[src/rtl/cpu_pkg.sv]
// Shared CPU types and constants used by the EX-stage M-extension units.
package cpu_pkg;

  typedef enum logic [1:0] {
    DIV  = 2'b00,
    DIVU = 2'b01,
    REM  = 2'b10,
    REMU = 2'b11
  } div_op_t;

  typedef enum logic [1:0] {
    IDLE,
    CALC,
    FIX,
    DONE
  } div_state_t;

  localparam logic [6:0]  FUNCT7_MULDIV = 7'h01;
  localparam logic [31:0] DIV_ZERO_Q    = '1;
  localparam logic [31:0] INT_MIN       = 32'h8000_0000;

  function automatic logic [31:0] negate(input logic [31:0] v);
    return ~v + 32'd1;
  endfunction

endpackage

[src/rtl/div_unit.sv]
// Iterative restoring divider for RV32M DIV/DIVU/REM/REMU; one quotient bit per cycle.
module div_unit
  import cpu_pkg::*;
#(
  parameter int unsigned XLEN  = 32,
  parameter int unsigned CNT_W = 6
) (
  input  logic            clk,
  input  logic            rst,
  input  logic            start_EX,
  input  logic [1:0]      op_EX,
  input  logic [XLEN-1:0] rs1_EX,
  input  logic [XLEN-1:0] rs2_EX,
  input  logic            flush_EX,
  output logic            busy,
  output logic            done,
  output logic [XLEN-1:0] result
);

  localparam logic [XLEN-1:0]  MIN_NEG = {1'b1, {(XLEN-1){1'b0}}};
  localparam logic [CNT_W-1:0] LAST    = CNT_W'(XLEN-1);

  div_state_t       state;
  div_op_t          op;
  logic [XLEN-1:0]  quo;
  logic [XLEN-1:0]  rem;
  logic [XLEN-1:0]  dvs;
  logic [CNT_W-1:0] cnt;
  logic             neg_q;
  logic             neg_r;

  logic             sgn_in;
  logic             sgn_op;
  logic [XLEN-1:0]  abs1;
  logic [XLEN-1:0]  abs2;
  logic [XLEN:0]    trial;

  // trial is one bit wider so its MSB is the borrow of the restoring step
  always_comb begin
    sgn_in = (op_EX == DIV) || (op_EX == REM);
    sgn_op = (op == DIV) || (op == REM);
    abs1   = (sgn_in && rs1_EX[XLEN-1]) ? ('0 - rs1_EX) : rs1_EX;
    abs2   = (sgn_in && rs2_EX[XLEN-1]) ? ('0 - rs2_EX) : rs2_EX;
    trial  = {rem, quo[XLEN-1]} - {1'b0, dvs};
  end

  always_ff @(posedge clk or posedge rst) begin
    if (rst) begin
      state  <= IDLE;
      op     <= DIV;
      quo    <= '0;
      rem    <= '0;
      dvs    <= '0;
      cnt    <= '0;
      neg_q  <= 1'b0;
      neg_r  <= 1'b0;
      busy   <= 1'b0;
      done   <= 1'b0;
      result <= '0;
    end else begin
      done <= 1'b0;
      unique case (state)
        IDLE: begin
          busy <= 1'b0;
          if (start_EX && !flush_EX) begin
            op   <= div_op_t'(op_EX);
            busy <= 1'b1;
            if (rs2_EX == '0) begin
              quo   <= '1;
              rem   <= rs1_EX;
              state <= DONE;
            end else if (sgn_in && rs1_EX == MIN_NEG && rs2_EX == '1) begin
              quo   <= MIN_NEG;
              rem   <= '0;
              state <= DONE;
            end else begin
              quo   <= abs1;
              rem   <= '0;
              dvs   <= abs2;
              neg_q <= sgn_in && (rs1_EX[XLEN-1] ^ rs2_EX[XLEN-1]);
              neg_r <= sgn_in && rs1_EX[XLEN-1];
              cnt   <= '0;
              state <= CALC;
            end
          end
        end

        CALC: begin
          if (flush_EX) begin
            busy  <= 1'b0;
            state <= IDLE;
          end else begin
            if (!trial[XLEN]) begin
              rem <= trial[XLEN-1:0];
              quo <= {quo[XLEN-2:0], 1'b1};
            end else begin
              rem <= {rem[XLEN-2:0], quo[XLEN-1]};
              quo <= {quo[XLEN-2:0], 1'b0};
            end
            cnt <= cnt + CNT_W'(1);
            if (cnt == LAST) state <= FIX;
          end
        end

        FIX: begin
          if (flush_EX) begin
            busy  <= 1'b0;
            state <= IDLE;
          end else begin
            if (sgn_op && neg_q) quo <= '0 - quo;
            if (sgn_op && neg_r) rem <= '0 - rem;
            state <= DONE;
          end
        end

        DONE: begin
          busy   <= 1'b0;
          done   <= 1'b1;
          result <= (op == REM || op == REMU) ? rem : quo;
          state  <= IDLE;
        end

        default: state <= IDLE;
      endcase
    end
  end

endmodule

[config.mk]
export PLATFORM = sky130hd
export DESIGN_NAME = div_unit
export DESIGN_NICKNAME = d
export VERILOG_FILES = /design/src/rtl/cpu_pkg.sv /design/src/rtl/div_unit.sv
export SDC_FILE = /design/constraint.sdc
export NUM_CORES = 1
export LEC_CHECK = 0
export BUFFER_PORTS_ARGS = -buffer_cell sky130_fd_sc_hd__buf_2
export CORE_ASPECT_RATIO = 1.75
export CORE_UTILIZATION = 55
export CTS_CLUSTER_DIAMETER = 30
export DETAILED_ROUTE_END_ITERATION = 8
export PLACE_DENSITY = 0.72
export SETUP_SLACK_MARGIN = 0.15
export SYNTH_ARGS = -nofsm -noshare
export SYNTH_HDL_FRONTEND = slang
export SYNTH_SLANG_ARGS = --single-unit
[constraint.sdc]
create_clock -name clk -period 6.4 [get_ports clk]
set_input_delay 0.32 -clock clk [delete_from_list [all_inputs] [get_ports clk]]
set_output_delay 0.32 -clock clk [all_outputs]
set_load 0.02 [all_outputs]
==> Yosys cells after proc, flatten, opt, wreduce, memory -nomap -nowiden <==
Cells that the tools add are included.
{ "op_classes": {"eq_ne": 18, "add_sub_neg": 6, "n_bitwise": 3, "n_mux": 34, "reduce_logical": 25} }
{ "ops": {"columns": ["op", "count"], "rows": [
  ["two-way mux 32 bit", 15],
  ["one-hot mux 32 bit (3 select lines)", 2],
  ["subtractor 1 x 32 -> 32 bit (first input constant)", 4],
  ["equality test 32 bit (second input constant)", 2],
  ["subtractor 33 x 32 -> 33 bit", 1],
  ["zero test 32 bit", 1],
  ["two-way mux 6 bit", 4],
  ["AND reduction 5 bit", 3],
  ["inequality test 2 bit (second input constant)", 7],
  ["two-way mux 2 bit", 6],
  ["one-hot mux 6 bit (2 select lines)", 1],
  ["equality test 2 bit (second input constant)", 5],
  ["logical AND 1 bit", 8],
  ["one-hot mux 2 bit (4 select lines)", 1],
  ["adder 6 x 1 -> 6 bit (second input constant)", 1],
  ["equality test 6 x 5 -> 1 bit (second input constant)", 1],
  ["zero test 2 bit", 3],
  ["two-way mux 1 bit", 4],
  ["AND reduction 2 bit", 2],
  ["AND reduction 4 bit", 1],
  ["logical OR 1 bit", 3],
  ["inequality test 3 bit (second input constant)", 1],
  ["one-hot mux 1 bit (3 select lines)", 1],
  ["nonzero test 3 bit", 1],
  ["other kinds (7)", 8]
]} }
{ "word_totals": {"regBits": 142, "in_bits": 70} }

==> Depth between registers and ports, before layout <==
{ "depth": {"ltp_word": 8, "depth_mapped": 15, "depth_no_buf": 13} }

==> Least setup slack after synthesis <==
Ideal clock, no wire load.
{ "synth_timing": {"path_kind": "register to register", "from": "register quo[31]", "to": "register rem[12]", "path_stages_with_launch": 15, "t_required_ps": 6272, "arrival_ps": 3068, "path_slack_ps": 3204, "synth_period_minus_slack_ps": 3196, "path_buffers": 1, "path_cell_list": "dfrtp_1 inv_1 ha_1 fa_1 nand2b_1 a21oi_1 o31a_1 a41o_1 o311ai_2 a21oi_1 xnor2_2 buf_4 mux2_2 a221oi_1 nor3_1"} }
{ "synth_between": {"elab_chain_cells": 4} }
{ "synth_lines": {"columns": ["element", "line", "source"], "rows": [
  ["start: declaration", "div_unit.sv:25", "logic [XLEN-1:0] quo;"],
  ["start signal: assignment", "div_unit.sv:77", "quo <= abs1;"],
  ["start signal: assignment", "div_unit.sv:95", "quo <= {quo[XLEN-2:0], 1'b1};"],
  ["start signal: assignment", "div_unit.sv:98", "quo <= {quo[XLEN-2:0], 1'b0};"],
  ["subtractor 33 x 32 -> 33 bit", "div_unit.sv:44", "trial = {rem, quo[XLEN-1]} - {1'b0, dvs};"],
  ["two-way mux 32 bit", "div_unit.sv:93", "if (!trial[XLEN]) begin"],
  ["two-way mux 32 bit", "div_unit.sv:89", "if (flush_EX) begin"],
  ["one-hot mux 32 bit (3 select lines)", "div_unit.sv:62", "unique case (state)"],
  ["end signal: assignment", "div_unit.sv:70", "rem <= rs1_EX;"],
  ["end signal: assignment", "div_unit.sv:94", "rem <= trial[XLEN-1:0];"],
  ["end signal: assignment", "div_unit.sv:97", "rem <= {rem[XLEN-2:0], quo[XLEN-1]};"],
  ["end: declaration", "div_unit.sv:26", "logic [XLEN-1:0] rem;"]
]} }
No other way between the ends. The select of a mux whose other input is x is not followed.
A chain may end at the register's enable or synchronous reset.

==> Final worst setup path <==
{ "layout_timing": {"from": "register rem[8]", "to": "register rem[13]"} }
{ "layout_between": {"elab_chain_cells": 4} }
{ "layout_lines": {"columns": ["element", "line"], "rows": [
  ["subtractor 33 x 32 -> 33 bit / subtractor 1 x 32 -> 32 bit (equally long branches)", "div_unit.sv:44, div_unit.sv:111"],
  ["two-way mux 32 bit, on equally long branches", "div_unit.sv:93, div_unit.sv:111"],
  ["two-way mux 32 bit, on equally long branches", "div_unit.sv:89, div_unit.sv:106"],
  ["one-hot mux 32 bit (3 select lines) (*)", "div_unit.sv:62"]
]} }
Mark *: on every way between the ends. The rest lies on a longest branch, timed or not. The select of a mux whose other input is x is not followed.

==> metrics.cfg <==
[run_status]
run_status=finished, violations left
violations=negative hold slack

[power_and_ir_drop]
p_total_mw=7.94
peakVddDrop_uv=221
leakage_nw=5.53
power_density_mw_per_mm2=614

[setup_path]
crit_family=compound AO/OA/AOI/OAI gates
crit_buf_inv=1
crit_fanout=27
required_ns=6.72
cpPeakStageDelay_ns=0.66
cp_common_cell=a21oi_1
path_cells=ha_1, a21oi_1, o21ai_0, a221o_1, a41o_1, o311ai_2, a21oi_1, xnor2_4, buf_4, mux2_2, a211oi_1, nor3_1
crit_type=reg -> reg
critPathLaunchType=flip-flop
arrival_ns=4.50
cp-end-kind=flip-flop
cp_slowest_cell=xnor2_4

[placed_design]
dp_hpwl_um=26100
postPlaceCellArea_sq_mm=0.0124
routabilityCongestion=0.949
port_buffers=103

[global_routing]
grt_pass1_wl_um=57700
grt_use_total_pct=33.6
grt_pass1_vias=11000
grt_max_degree=73
antenna_found_initial=0
grt_overflow_total=0

[sta]
post-route-period-util_pct=65.4
maxSlewViolCount=0
tns_ns=0
worstMarginPinSlew_ns=1.23
fin_worst_skew_ns=0.00679
period_needed_ns=4.19
hold-worst-slack_ns=-0.0260
max_slew_margin_pct=17.7
finalHoldViolCount=17
rsz0062_at_grt=false
fmax_mhz=239
finalSetupViolCount=0

[finish]
diodes=0
nNetsFinal=1656
final_cell_area_sq_mm=0.0129
drive_above_1_share_pct=12.8
syn2layout_area_growth_pct=10.2
fillCellCount=1965
fin_util_pct=61.7

[clocking]
cts-root-buf=clkbuf_16
clk_pin_slew_ns=0.06
cts_made_buffers=17
cts_hold_buffers=0
clkSinkCount=142
cts_tree=yes
post_cts_buffers=0
ctsResizeCount=0
clock_latency_ns=0.44
htree_levels=4
clock_path_buffers=2

[floorplanning]
num_io_pins=104
core_area_sq_mm=0.0209
dieWidth_um=112
start_util_pct=56.0
dieArea_sq_mm=0.0219
die_y_um=195
rows=70

[yosys]
synth_cell_types=81
ys_warn_count=0
synth-seq-area-share_pct=30.3
syn_area_per_cell_sq_um=7.85
synth_ff_type=dfrtp_1
syn_nets=1608
async_flop_share_pct=100
synth-seq-cells=142
synth_edf_count=0
synthCells=1494
syn-cell-area_sq_mm=0.0117

[drt]
wl_per_cell_um=19.6
first_iter_violations=924
num_vias=11500
drtAntennaViolNets=0
viasPerCell=6.36
wl_um=35500
drc=0
dr.pass1.iters=6

[hold_path]
hp-class=in -> async

[run]
drv_cap=0

[kinds of logic (layout without fill, tap and decap cells)]
kind of cell / count (synthesis) / in the layout / synth area share (%)
compound gates: 465 / 465 / 24.7
xor+xnor: 114 / 114 / 8.58
fa+ha+maj: 44 / 44 / 4.76
buf+inv: 155 / 216 / 5.20
flops: 142 / 142 / 30.3
mux: 55 / 55 / 4.86
simple gates: 519 / 519 / 21.6
[metal layers]
layer / routed length [um] / vias to the layer above / global-route usage [%]
met5: 0 / - / 0
met2: 17400 / 496 / 57.7
met3: 2410 / 119 / 4.87
met1: 13900 / 5378 / 40.1
met4: 1720 / 0 / 18.8
li1: - / 5491 / -
[area by class of cell]
class                           count  area [sq um]  area share (%)
Sequential cell                   142          3550            27.5
Inverter                           62           238            1.84
Tap cell                          252           315            2.44
Clock buffer                       24           462            3.57
Timing Repair Buffer              122           658            5.09
Multi-Input combinational cell   1197          7610            58.9
Clock inverter                      8          90.1           0.697
[through the flow]
step / instances / setup slack (ns)
2_1_floorplan: 1494 / 2.27
6_report: 1807 / 2.21
3_5_place_dp: 1775 / 2.22
3_3_place_gp: 1775 / 2.39
5_1_grt: 1807 / 1.93
4_1_cts: 1807 / 2.23
[cells in the mapped netlist (17+ instances only)]
cell,n,area share [%]
a21o_1,19,1.2
a21oi_1,161,6.9
a31oi_1,26,1.4
clkbuf_1,80,2.6
dfrtp_1,142,30
ha_1,43,4.6
inv_1,62,2.0
mux2i_1,40,3.4
nand2_1,147,4.7
nand2b_1,21,1.1
nand3_1,24,1.0
nand4_1,19,1.0
nor2_1,151,4.8
nor3_1,49,2.1
nor4_1,17,0.91
o21ai_0,125,5.3
xnor2_1,65,4.9
xor2_1,48,3.6
[report_power, final]
| group | switching, mW | internal (mW) |
|---|---|---|
| registers | 0.542 | 1.35 |
| logic | 3.10 | 1.99 |
| clock network | 0.381 | 0.579 |
| total | 4.02 | 3.92 |
[registers in the layout, summed over array words and instances, names as in the netlist]
| register | count |
|---|---|
| done | 1 |
| neg_q | 1 |
| cnt | 6 |
| dvs | 32 |
| state | 2 |
| rem | 32 |
| busy | 1 |
| op | 2 |
| result | 32 |
| neg_r | 1 |
| quo | 32 |
[cell usage in the layout, fill, tap and decap left out, types with 8 or more instances in the layout]
cell       instances
a221oi_1          11
clkbuf_16         17
a211oi_1          12
a21oi_1          161
o21ai_1            8
buf_2            103
o41ai_1           11
nand4_1           19
nand2b_1          21
nand3b_1           8
a31oi_1           26
nor2b_1           12
nor2_1           150
or3_1             16
xnor2_1           65
o21ai_0          125
mux2_2            15
nor4_1            17
o31ai_1            8
buf_4             19
inv_1             61
a21o_1            19
xor2_1            48
ha_1              41
nor3_1            47
nand2_1          147
nand3_1           24
mux2i_1           40
or4_1              8
dfrtp_1          141
[path summary, 6_finish.rpt]
| kind | start | to | cells after the start | slack (ns) |
|---|---|---|---|---|
| max | rem[8] | rem[13] | 12 | 2.21 |
| min | rst | quo[30] | 2 | -0.03 |
| max reg2reg | rem[8] | rem[13] | 12 | 2.21 |
| min reg2reg | result[25] | result[25] | 2 | 0.51 |
| max in group asynchronous | rst | rem[20] | 3 | 4.99 |
| min in group clk | flush_EX | busy | 2 | 0.13 |
Note: power is estimated with default switching activity, not from simulation.
